`src/rtl/fft_frame_ctrl_pkg.sv`:
```
// Shared types and sizes for the FFT frame sequencer.
// States, complex bin type and default frame geometry.
package fft_pkg;

    localparam int FFT_BW    = 16;
    localparam int FFT_N     = 9;
    localparam int FRAME_LEN = 2 ** FFT_N;
    localparam int HALF_LEN  = 2 ** (FFT_N - 1);

    typedef enum logic [1:0] {
        IDLE,
        LOAD,
        RUN,
        READ
    } state_t;

    typedef struct packed {
        logic signed [FFT_BW-1:0] re;
        logic signed [FFT_BW-1:0] im;
    } cplx_t;

endpackage

```
`src/rtl/fft_frame_ctrl_if.sv`:
```
// Bin output stream of the FFT frame sequencer.
// Valid/ready handshake carrying {real, imag} and the bin number.
interface fft_frame_ctrl_if
    import fft_pkg::*;
#(
    parameter int BIT_WIDTH = FFT_BW,
    parameter int N         = FFT_N
);

    logic                   bin_valid;
    logic                   bin_ready;
    logic [2*BIT_WIDTH-1:0] bin_data;
    logic [N-2:0]           bin_idx;

    modport master (
        output bin_valid,
        output bin_data,
        output bin_idx,
        input  bin_ready
    );

    modport slave (
        input  bin_valid,
        input  bin_data,
        input  bin_idx,
        output bin_ready
    );

endinterface

```
`src/rtl/fft_frame_ctrl_skid.sv`:
```
// Two-entry in-order buffer between core readout and the bin stream.
// The writer must never push while full; occ lets it budget reads.
module fft_skid2
    import fft_pkg::*;
#(
    parameter int W = 8
) (
    input  logic         clk,
    input  logic         reset,
    input  logic         in_valid,
    input  logic [W-1:0] in_data,
    output logic         out_valid,
    input  logic         out_ready,
    output logic [W-1:0] out_data,
    output logic [1:0]   occ
);

    logic [W-1:0] mem [2];
    logic         wr_ptr;
    logic         rd_ptr;
    logic         pop;

    assign out_valid = (occ != 2'd0);
    assign out_data  = mem[rd_ptr];
    assign pop       = out_valid && out_ready;

    always_ff @(posedge clk) begin
        if (reset) begin
            mem[0] <= '0;
            mem[1] <= '0;
            wr_ptr <= 1'b0;
            rd_ptr <= 1'b0;
            occ    <= 2'd0;
        end else begin
            if (in_valid) begin
                mem[wr_ptr] <= in_data;
                wr_ptr      <= ~wr_ptr;
            end
            if (pop) begin
                rd_ptr <= ~rd_ptr;
            end
            occ <= occ + {1'b0, in_valid} - {1'b0, pop};
        end
    end

endmodule

```
`src/rtl/fft_frame_ctrl.sv`:
```
// Frame sequencer: load 2^N samples, run the core, stream 2^(N-1) bins.
// Define FFT_FRAME_CTRL_OVERRUN_EN to count samples dropped outside LOAD.
module fft_frame_ctrl
    import fft_pkg::*;
#(
    parameter int BIT_WIDTH      = 16,
    parameter int N              = 9,
    parameter int TIMEOUT_CYCLES = 8192,
    parameter int CNT_W          = 14
) (
    input  logic                   clk,
    input  logic                   reset,
    input  logic                   run,
    input  logic                   sample_valid,
    input  logic [BIT_WIDTH-1:0]   sample_in,
    output logic                   fft_load,
    output logic                   fft_start,
    output logic [N-1:0]           add_rd,
    output logic [BIT_WIDTH-1:0]   din,
    input  logic                   fft_done,
    input  logic [2*BIT_WIDTH-1:0] dout,
    output logic                   core_rst,
    fft_frame_ctrl_if.master       bin_if,
    output logic                   frame_done,
    output logic                   fft_err
`ifdef FFT_FRAME_CTRL_OVERRUN_EN
    ,
    output logic [15:0]            overrun_cnt,
    output logic                   overrun
`endif
);

    localparam int HLEN = 2 ** (N - 1);
    localparam int SW   = N - 1 + 2 * BIT_WIDTH;
    localparam logic [N-1:0] LOAD_LAST = '1;
    localparam logic [N-2:0] BIN_LAST  = '1;
    localparam logic [CNT_W-1:0] TO_LAST = CNT_W'(TIMEOUT_CYCLES - 1);

    state_t         state;
    state_t         state_n;
    logic [N-1:0]   load_cnt;
    logic [N-1:0]   rd_cnt;
    logic [CNT_W-1:0] to_cnt;
    logic           inflight_q;
    logic [N-2:0]   inflight_idx;
    logic           issue;
    logic           to_hit;
    logic           last_pop;
    logic [1:0]     occ;
    logic           sk_valid;
    logic [SW-1:0]  sk_data;

    fft_skid2 #(.W(SW)) u_skid (
        .clk       (clk),
        .reset     (reset),
        .in_valid  (inflight_q),
        .in_data   ({inflight_idx, dout}),
        .out_valid (sk_valid),
        .out_ready (bin_if.bin_ready),
        .out_data  (sk_data),
        .occ       (occ)
    );

    assign bin_if.bin_valid = sk_valid;
    assign bin_if.bin_data  = sk_data[2*BIT_WIDTH-1:0];
    assign bin_if.bin_idx   = sk_data[SW-1:2*BIT_WIDTH];

    assign last_pop = (state == READ) && sk_valid && bin_if.bin_ready
                   && (bin_if.bin_idx == BIN_LAST);

    always_comb begin
        state_n   = state;
        fft_load  = 1'b0;
        fft_start = 1'b0;
        add_rd    = '0;
        din       = '0;
        core_rst  = 1'b0;
        issue     = 1'b0;
        to_hit    = 1'b0;
        unique case (state)
            IDLE: begin
                if (run) state_n = LOAD;
            end
            LOAD: begin
                fft_load = 1'b1;
                if (sample_valid) begin
                    din    = sample_in;
                    add_rd = load_cnt;
                    if (load_cnt == LOAD_LAST) state_n = RUN;
                end
            end
            RUN: begin
                if (fft_done) begin
                    fft_start = 1'b1;
                    state_n   = READ;
                end else if (to_cnt == TO_LAST) begin
                    to_hit   = 1'b1;
                    core_rst = 1'b1;
                    state_n  = IDLE;
                end else begin
                    fft_start = 1'b1;
                end
            end
            READ: begin
                // Credit counts the read in flight so the skid never overfills.
                fft_start = 1'b1;
                issue = (rd_cnt < N'(HLEN))
                     && ((occ + {1'b0, inflight_q}) < 2'd2);
                if (issue) add_rd = rd_cnt;
                if (last_pop) state_n = IDLE;
            end
        endcase
    end

    always_ff @(posedge clk) begin
        if (reset) begin
            state        <= IDLE;
            load_cnt     <= '0;
            rd_cnt       <= '0;
            to_cnt       <= '0;
            inflight_q   <= 1'b0;
            inflight_idx <= '0;
            frame_done   <= 1'b0;
            fft_err      <= 1'b0;
        end else begin
            state      <= state_n;
            frame_done <= last_pop;
            inflight_q <= issue;
            if (issue) inflight_idx <= rd_cnt[N-2:0];
            if (to_hit) fft_err <= 1'b1;
            unique case (state)
                IDLE: begin
                    load_cnt <= '0;
                    rd_cnt   <= '0;
                    to_cnt   <= '0;
                end
                LOAD: begin
                    if (sample_valid && load_cnt != LOAD_LAST)
                        load_cnt <= load_cnt + N'(1);
                end
                RUN: begin
                    if (to_cnt != TO_LAST) to_cnt <= to_cnt + CNT_W'(1);
                end
                READ: begin
                    if (issue) rd_cnt <= rd_cnt + N'(1);
                end
            endcase
        end
    end

`ifdef FFT_FRAME_CTRL_OVERRUN_EN
    always_ff @(posedge clk) begin
        if (reset) begin
            overrun_cnt <= '0;
            overrun     <= 1'b0;
        end else if (sample_valid && state != LOAD) begin
            overrun <= 1'b1;
            if (overrun_cnt != 16'hFFFF) overrun_cnt <= overrun_cnt + 16'd1;
        end
    end
`endif

endmodule

```
`src/flat_wrapper.sv`:
```
// flat-port wrapper written by rule: the top's interface ports become plain ports
module fft_frame_ctrl_flat import fft_pkg::*;
#(
    parameter int BIT_WIDTH      = 16,
    parameter int N              = 9,
    parameter int TIMEOUT_CYCLES = 8192,
    parameter int CNT_W          = 14
)
  (clk, reset, run, sample_valid, sample_in, fft_load, fft_start, add_rd, din, fft_done, dout, core_rst, frame_done, fft_err, bin_if_bin_valid, bin_if_bin_data, bin_if_bin_idx, bin_if_bin_ready);
  fft_frame_ctrl_if #(.BIT_WIDTH(BIT_WIDTH), .N(N)) bin_if_i ();
  input  logic clk;
  input  logic reset;
  input  logic run;
  input  logic sample_valid;
  input  logic [BIT_WIDTH-1:0] sample_in;
  output logic fft_load;
  output logic fft_start;
  output logic [N-1:0] add_rd;
  output logic [BIT_WIDTH-1:0] din;
  input  logic fft_done;
  input  logic [2*BIT_WIDTH-1:0] dout;
  output logic core_rst;
  output logic frame_done;
  output logic fft_err;
  output wire logic [$bits(bin_if_i.bin_valid)-1:0] bin_if_bin_valid;
  output wire logic [$bits(bin_if_i.bin_data)-1:0] bin_if_bin_data;
  output wire logic [$bits(bin_if_i.bin_idx)-1:0] bin_if_bin_idx;
  input wire logic [$bits(bin_if_i.bin_ready)-1:0] bin_if_bin_ready;
  assign bin_if_bin_valid = bin_if_i.bin_valid;
  assign bin_if_bin_data = bin_if_i.bin_data;
  assign bin_if_bin_idx = bin_if_i.bin_idx;
  assign bin_if_i.bin_ready = bin_if_bin_ready;
  fft_frame_ctrl #(.BIT_WIDTH(BIT_WIDTH), .N(N), .TIMEOUT_CYCLES(TIMEOUT_CYCLES), .CNT_W(CNT_W)) u_core (.clk(clk), .reset(reset), .run(run), .sample_valid(sample_valid), .sample_in(sample_in), .fft_load(fft_load), .fft_start(fft_start), .add_rd(add_rd), .din(din), .fft_done(fft_done), .dout(dout), .core_rst(core_rst), .bin_if(bin_if_i), .frame_done(frame_done), .fft_err(fft_err));
endmodule
```
`config.mk`:
```
export PLATFORM = sky130hd
export DESIGN_NAME = fft_frame_ctrl_flat
export DESIGN_NICKNAME = d
export VERILOG_FILES = /design/src/rtl/fft_frame_ctrl_pkg.sv /design/src/rtl/fft_frame_ctrl_if.sv /design/src/rtl/fft_frame_ctrl_skid.sv /design/src/rtl/fft_frame_ctrl.sv /design/src/flat_wrapper.sv
export SDC_FILE = /design/constraint.sdc
export NUM_CORES = 1
export LEC_CHECK = 0
export BUFFER_PORTS_ARGS = -buffer_cell sky130_fd_sc_hd__buf_2
export CORE_MARGIN = 4
export CORE_UTILIZATION = 45
export DETAILED_ROUTE_END_ITERATION = 8
export MAX_ROUTING_LAYER = met4
export PLACE_DENSITY = 0.75
export SYNTH_ARGS = -nofsm -noshare
export SYNTH_HDL_FRONTEND = slang
export SYNTH_HIERARCHICAL = 1
export SYNTH_SLANG_ARGS = --single-unit
```
`constraint.sdc`:
```
create_clock -name clk -period 2.8 [get_ports clk]
set_input_delay 0.56 -clock clk [delete_from_list [all_inputs] [get_ports clk]]
set_output_delay 0.56 -clock clk [all_outputs]
set_load 0.03 [all_outputs]
```
==> results of run 1 <==
final cells by class:
class	count	area [um2]
Tap cell	176	220
Inverter	13	48.8
Clock buffer	23	448
Timing Repair Buffer	136	736
Multi-Input combinational cell	407	2520
Sequential cell	130	3400
Clock inverter	8	87.6
Fill cell	1132	5830
cell usage after synthesis, types with 5 or more instances:
master and count:
mux2_2 42, ha_1 6, clkbuf_1 12, nand4_1 5, or3_1 8, a21oi_1 21, nor3_1 5, nand2b_1 49
a31oi_1 7, nor2_1 102, buf_2 9, inv_1 13, nand3_1 13, and2_1 17, mux2i_1 5, nand2_1 48
and3_1 6, edfxtp_1 80, xnor2_1 5, dfxtp_1 50, o21ai_0 9
worst max-delay path by stage:
stage / from / endpoint / cells past startpoint
2_1_floorplan: u_core/state[1] / fft_start / 3
3_3_place_gp: u_core/inflight_q / add_rd[7] / 5
3_5_place_dp: u_core/load_cnt[0] / u_core/load_cnt[7] / 8
4_1_cts: u_core/inflight_q / add_rd[7] / 5
5_1_grt: u_core/to_cnt[0] / core_rst / 6
6_report: u_core/inflight_q / add_rd[7] / 5
registers in the layout (all words and copies together), names as in the netlist, 2 cells and up, named ones only:
| signal | cells |
|---|---|
| u_core/u_skid/occ | 2 |
| u_core/load_cnt | 9 |
| u_core/rd_cnt | 9 |
| u_core/to_cnt | 14 |
| u_core/state | 2 |
| u_core/u_skid/mem | 80 |
| u_core/inflight_idx | 8 |
stage by stage:
stage          hold WS, ns  area (um2)  setup slack (ns)  instances
2_1_floorplan        0.437        6140             0.569        582
3_3_place_gp         0.452        6930             0.693        862
5_1_grt              0.470        7470            0.0150        893
4_1_cts              0.450        7470             0.153        893
6_report             0.470        7470             0.158        893
3_5_place_dp         0.461        6930             0.585        862
worst min-delay path, cell delays in order:
cell and delay (ns):
buf_2 0.07, nand2b_1 0.06, nor2_1 0.08
kinds of logic (layout without fill, tap and decap cells):
group / after synthesis / in the layout / synth area share (%)
simple gates: 277 / 277 / 22.3
buf+inv: 45 / 180 / 3.69
mux: 47 / 47 / 8.51
compound gates: 69 / 69 / 7.51
xor+xnor: 8 / 8 / 1.36
flops: 130 / 130 / 55.4
fa+ha+maj: 6 / 6 / 1.22
per-layer routing:
metal / global-route usage (%) / routed length (um) / vias up
li1: - / - / 2302
met1: 23.8 / 6290 / 2277
met2: 30.1 / 6750 / 199
met3: 5.70 / 1050 / 14
met4: 5.04 / 129 / 0
met5: - / 0 / -
power by group:
| part | internal (W) | switching (W) |
|---|---|---|
| combinational | 0.000351 | 0.000541 |
| sequential | 0.00209 | 0.0000445 |
| clock | 0.00129 | 0.000753 |
| total | 0.00373 | 0.00134 |
==> flow_metrics.env, run 1 <==
export IMPL_start_util_pct=46.2
export IMPL_synth_area_per_cell_um2=10.6
export IMPL_period_share_pct=94.3
export IMPL_synth_area_leaders="edfxtp_1 (39%), dfxtp_1 (16%), mux2_2 (7.7%), nor2_1 (6.2%), nand2b_1 (5.0%)"
export IMPL_core_area_um2=13300
export IMPL_power_density_nw_per_um2=679
export IMPL_clock_latency_ns=0.42
export IMPL_path_cells="a21bo_2, and3_1, nand2_1, o21ai_0, buf_2"
export IMPL_period_needed_ns=2.64
export IMPL_cpPeakStageDelay_ns=0.54
export IMPL_grt_pass1_wl_um=23300
export IMPL_cts_setup_buffers=0
export IMPL_syn_nets=642
export IMPL_required_ns=2.24
export IMPL_cts_buffer_depth=2
export IMPL_h_tree_depth=4
export IMPL_synthesis_instances=582
export IMPL_crit_type="reg2out"
export IMPL_synth_top_cell_area_share_pct=39.1
export IMPL_min_to="u_core/u_skid/mem[1][19]"
export IMPL_layout_commonest_cell="buf_2"
export IMPL_finalSetupViolCount=0
export IMPL_cp_start_kind="register"
export IMPL_tns_ns=0
export IMPL_hold_start="dout[19]"
export IMPL_rsz0062_at_grt="no"
export IMPL_antenna_found_initial=0
export IMPL_syn2layout_area_growth_pct=21.5
export IMPL_wl_per_cell_um=15.9
export IMPL_cts_buffers=17
export IMPL_via_count=4792
export IMPL_root_buffer="clkbuf_16"
export IMPL_placementRows=42
export IMPL_drv_cap=0
export IMPL_nets=765
export IMPL_holdBufCountCts=0
export IMPL_post_dp_hpwl_um=9580
export IMPL_ant_nets=0
export IMPL_grt_max_degree=42
export IMPL_grtUsageTotal_pct=19.0
export IMPL_synth_edf_count=80
export IMPL_gr_total_overflow=0
export IMPL_min_path_cells=3
export IMPL_rr_endpoint="u_core/load_cnt[7]"
export IMPL_mostFrequentLayoutCells="buf_2 (124), nor2_1 (102), edfxtp_1 (80), dfxtp_1 (49), nand2_1 (48)"
export IMPL_hold_path_class="in2reg"
export IMPL_io_pins=125
export IMPL_tightestPinTransition_ns=0.660
export IMPL_r2r_start="u_core/load_cnt[0]"
export IMPL_synth_flop_cell="edfxtp_1"
export IMPL_r2r_setup_slack_ns=0.51
export IMPL_async_flop_share_pct=0
export IMPL_cts_sinks=130
export IMPL_drive_gt1_share_pct=29.8
export IMPL_drt_wl_total_um=14200
export IMPL_finalPower_w=0.00507
export IMPL_p_leak_nw=2.91
export IMPL_cts_resized_gates=0
export IMPL_yosys_warnings=6
export IMPL_numPortBuffers=124
export IMPL_die_area_um2=15600
export IMPL_synthesis_area_um2=6140
export IMPL_cp_end_kind="primary output"
export IMPL_peakVddDrop_v=0.000428
export IMPL_hold_viol=0
export IMPL_cp_top_family="simple AND/OR/NAND/NOR gates"
export IMPL_critPathBufInv=1
export IMPL_firstDrtPassIters=5
export IMPL_grt_pass1_vias=4890
export IMPL_synth_distinct_cells=56
export IMPL_rr_worst_depth=8
export IMPL_drtIter0Drc=371
export IMPL_arrival_ns=2.08
export IMPL_final_core_util_pct=56.2
export IMPL_crit_slowest_cell="and3_1"
export IMPL_fmax_ghz=0.379
export IMPL_cts_tree="yes"
export IMPL_finalMaxSlewViolations=0
export IMPL_vias_per_cell=5.37
export IMPL_max_slew_margin_pct=54.9
export IMPL_yosys_register_bits=130
export IMPL_ys_seq_area_share_pct=55.4
export IMPL_status="finished, final reports clean"
export IMPL_drc=0
export IMPL_die_height_um=125
export IMPL_gp_congestion=0.868
export IMPL_die_w_um=125
export IMPL_skew_ns=0.00844
export IMPL_diodes=0
export IMPL_yosys_area_top_type="edfxtp_1"
export IMPL_clkTransAtPathRegs_ns=0.05
export IMPL_crit_fanout=17
(Power assumes the default switching activity.)
==> run 2: changes to the inputs <==
Settings changed: CORE_UTILIZATION 45 to 38, PLACE_DENSITY 0.75 to 0.67.
==> run 2 against run 1 <==
Power is 1.4% higher. Final cell count up 4.7%. Clock power increased by 3%. Cell area rose by 0.97%. Sequential cell count unchanged. Routed wire length decreased by 0.36%. Sequential power barely moved. Largest cell class unchanged.
==> flow_metrics.env, run 2 (synthesis results as in run 1) <==
export IMPL_die_w_um=135
export IMPL_firstDrtPassIters=5
export IMPL_numPortBuffers=124
export IMPL_p_leak_nw=2.90
export IMPL_required_ns=2.24
export IMPL_nets=765
export IMPL_cts_sinks=130
export IMPL_wl_per_cell_um=15.1
export IMPL_crit_fanout=6
export IMPL_tns_ns=0
export IMPL_multi_input_area_um2=2520
export IMPL_cts_buffer_depth=2
export IMPL_crit_slowest_cell="dfxtp_1"
export IMPL_status="finished, final reports clean"
export IMPL_io_pins=125
export IMPL_hold_path_class="reg2reg"
export IMPL_dpl_instance_area_um2=6970
export IMPL_top_register="u_core/u_skid/mem"
export IMPL_post_dp_hpwl_um=9560
export IMPL_placementRows=46
export IMPL_register_area_um2=3400
export IMPL_start_util_pct=38.7
export IMPL_cp_start_kind="register"
export IMPL_cts_tree="yes"
export IMPL_finalMaxSlewViolations=0
export IMPL_grt_max_degree=42
export IMPL_dp_cells=902
export IMPL_die_height_um=135
export IMPL_finalSetupViolCount=0
export IMPL_tightestPinTransition_ns=0.683
export IMPL_cts_buffers=17
export IMPL_clock_latency_ns=0.40
export IMPL_vias_per_cell=5.09
export IMPL_root_buffer="clkbuf_16"
export IMPL_cpPeakStageDelay_ns=0.42
export IMPL_mostFrequentLayoutCells="buf_2 (124), nor2_1 (102), edfxtp_1 (80), dfxtp_1 (49), nand2_1 (48)"
export IMPL_drt_wl_total_um=14200
export IMPL_skew_ns=0.00576
export IMPL_gp_congestion=0.900
export IMPL_rsz0062_at_grt="no"
export IMPL_grt_pass1_wl_um=22200
export IMPL_peakVddDrop_v=0.000384
export IMPL_fmax_ghz=0.385
export IMPL_crit_type="reg2out"
export IMPL_hold_viol=0
export IMPL_power_density_nw_per_um2=682
export IMPL_finalPower_w=0.00514
export IMPL_dpl_worst_slack_ns=0.611
export IMPL_cp_top_family="simple AND/OR/NAND/NOR gates"
export IMPL_drc=0
export IMPL_via_count=4756
export IMPL_ant_nets=0
export IMPL_largest_register_ff_count=80
export IMPL_layout_commonest_cell="buf_2"
export IMPL_design_area_um2=7540
export IMPL_arrival_ns=2.04
export IMPL_syn2layout_area_growth_pct=22.7
export IMPL_period_share_pct=92.9
export IMPL_max_slew_margin_pct=54.1
export IMPL_core_area_um2=15900
export IMPL_drive_gt1_share_pct=30.8
export IMPL_setup_ws_ns=0.200
export IMPL_antenna_found_initial=1
export IMPL_drtIter0Drc=256
export IMPL_n_fill_cell=1483
export IMPL_h_tree_depth=4
export IMPL_clkTransAtPathRegs_ns=0.06
export IMPL_grt_pass1_vias=4673
export IMPL_path_cells="ha_1, nand4b_1, nor4_1, buf_4, and3_1, buf_2"
export IMPL_grtUsageTotal_pct=15.7
export IMPL_drv_cap=0
export IMPL_cp_end_kind="primary output"
export IMPL_period_needed_ns=2.60
export IMPL_critPathBufInv=2
export IMPL_die_area_um2=18300
export IMPL_gr_total_overflow=0
export IMPL_reg_top3="u_core/u_skid/mem: 80 flops, u_core/to_cnt: 14 flops"
export IMPL_final_instance_count_excl_fill=935
run 2: area by class of cell:
| class | count | share of cell area [%] |
|---|---|---|
| clock buffers | 17 | 5.64 |
| flip-flops and latches | 130 | 45.2 |
| diodes | 1 | 0.0332 |
| clock inverters | 15 | 1.88 |
| repair buffers | 136 | 9.59 |
| multi-input cells | 407 | 33.5 |
| well taps | 216 | 3.58 |
| inverters | 13 | 0.647 |
run 2: report_power, final:
group	internal [W]	total (W)	switching (W)
Combinational	0.000351	0.000905	0.000553
Sequential	0.00209	0.00213	0.0000402
Clock	0.00130	0.00210	0.000807
Total	0.00374	0.00514	0.00140
run 2: path summary, 6_finish.rpt:
| check | start | endpoint | slack, ns | cells after the start |
|---|---|---|---|---|
| worst max-delay path | u_core/to_cnt[0] | core_rst | 0.20 | 6 |
| worst min-delay path | u_core/inflight_idx[6] | u_core/inflight_idx[6] | 0.45 | 2 |
| worst max register to register | u_core/load_cnt[0] | u_core/load_cnt[6] | 0.56 | 8 |
| worst min register to register | u_core/inflight_idx[6] | u_core/inflight_idx[6] | 0.45 | 2 |
run 2: repair_timing:
action	4_1_cts	5_1_grt
resized for setup	0	1
setup endpoints to repair	0	1
setup buffers	0	0
hold buffers	0	0
run 2: stage by stage:
| step | util (%) | hold WS (ns) |
|---|---|---|
| floorplan | - | 0.437 |
| global placement | 43.9 | 0.454 |
| detailed placement | 43.9 | 0.448 |
| CTS | 47.4 | 0.455 |
| global route | 47.5 | 0.472 |
| finish | 47.5 | 0.455 |
run 2: layer usage:
layer  track usage (%)  share of wire [%]  wire length (um)
met1              19.4                 45              6310
met2              26.0                 47              6720
met3              4.49                7.3              1040
met4              3.14               0.67                95
met5                 -                  0                 0
run 2: worst reg2reg max path, stage by stage (launching register included):
cell and delay [ns]:
dfxtp_1 0.35, ha_1 0.24, nand2_1 0.12, nor3_1 0.06, ha_1 0.24, nand2b_1 0.24, a2111oi_0 0.62, xnor2_1 0.19
nor2_1 0.05
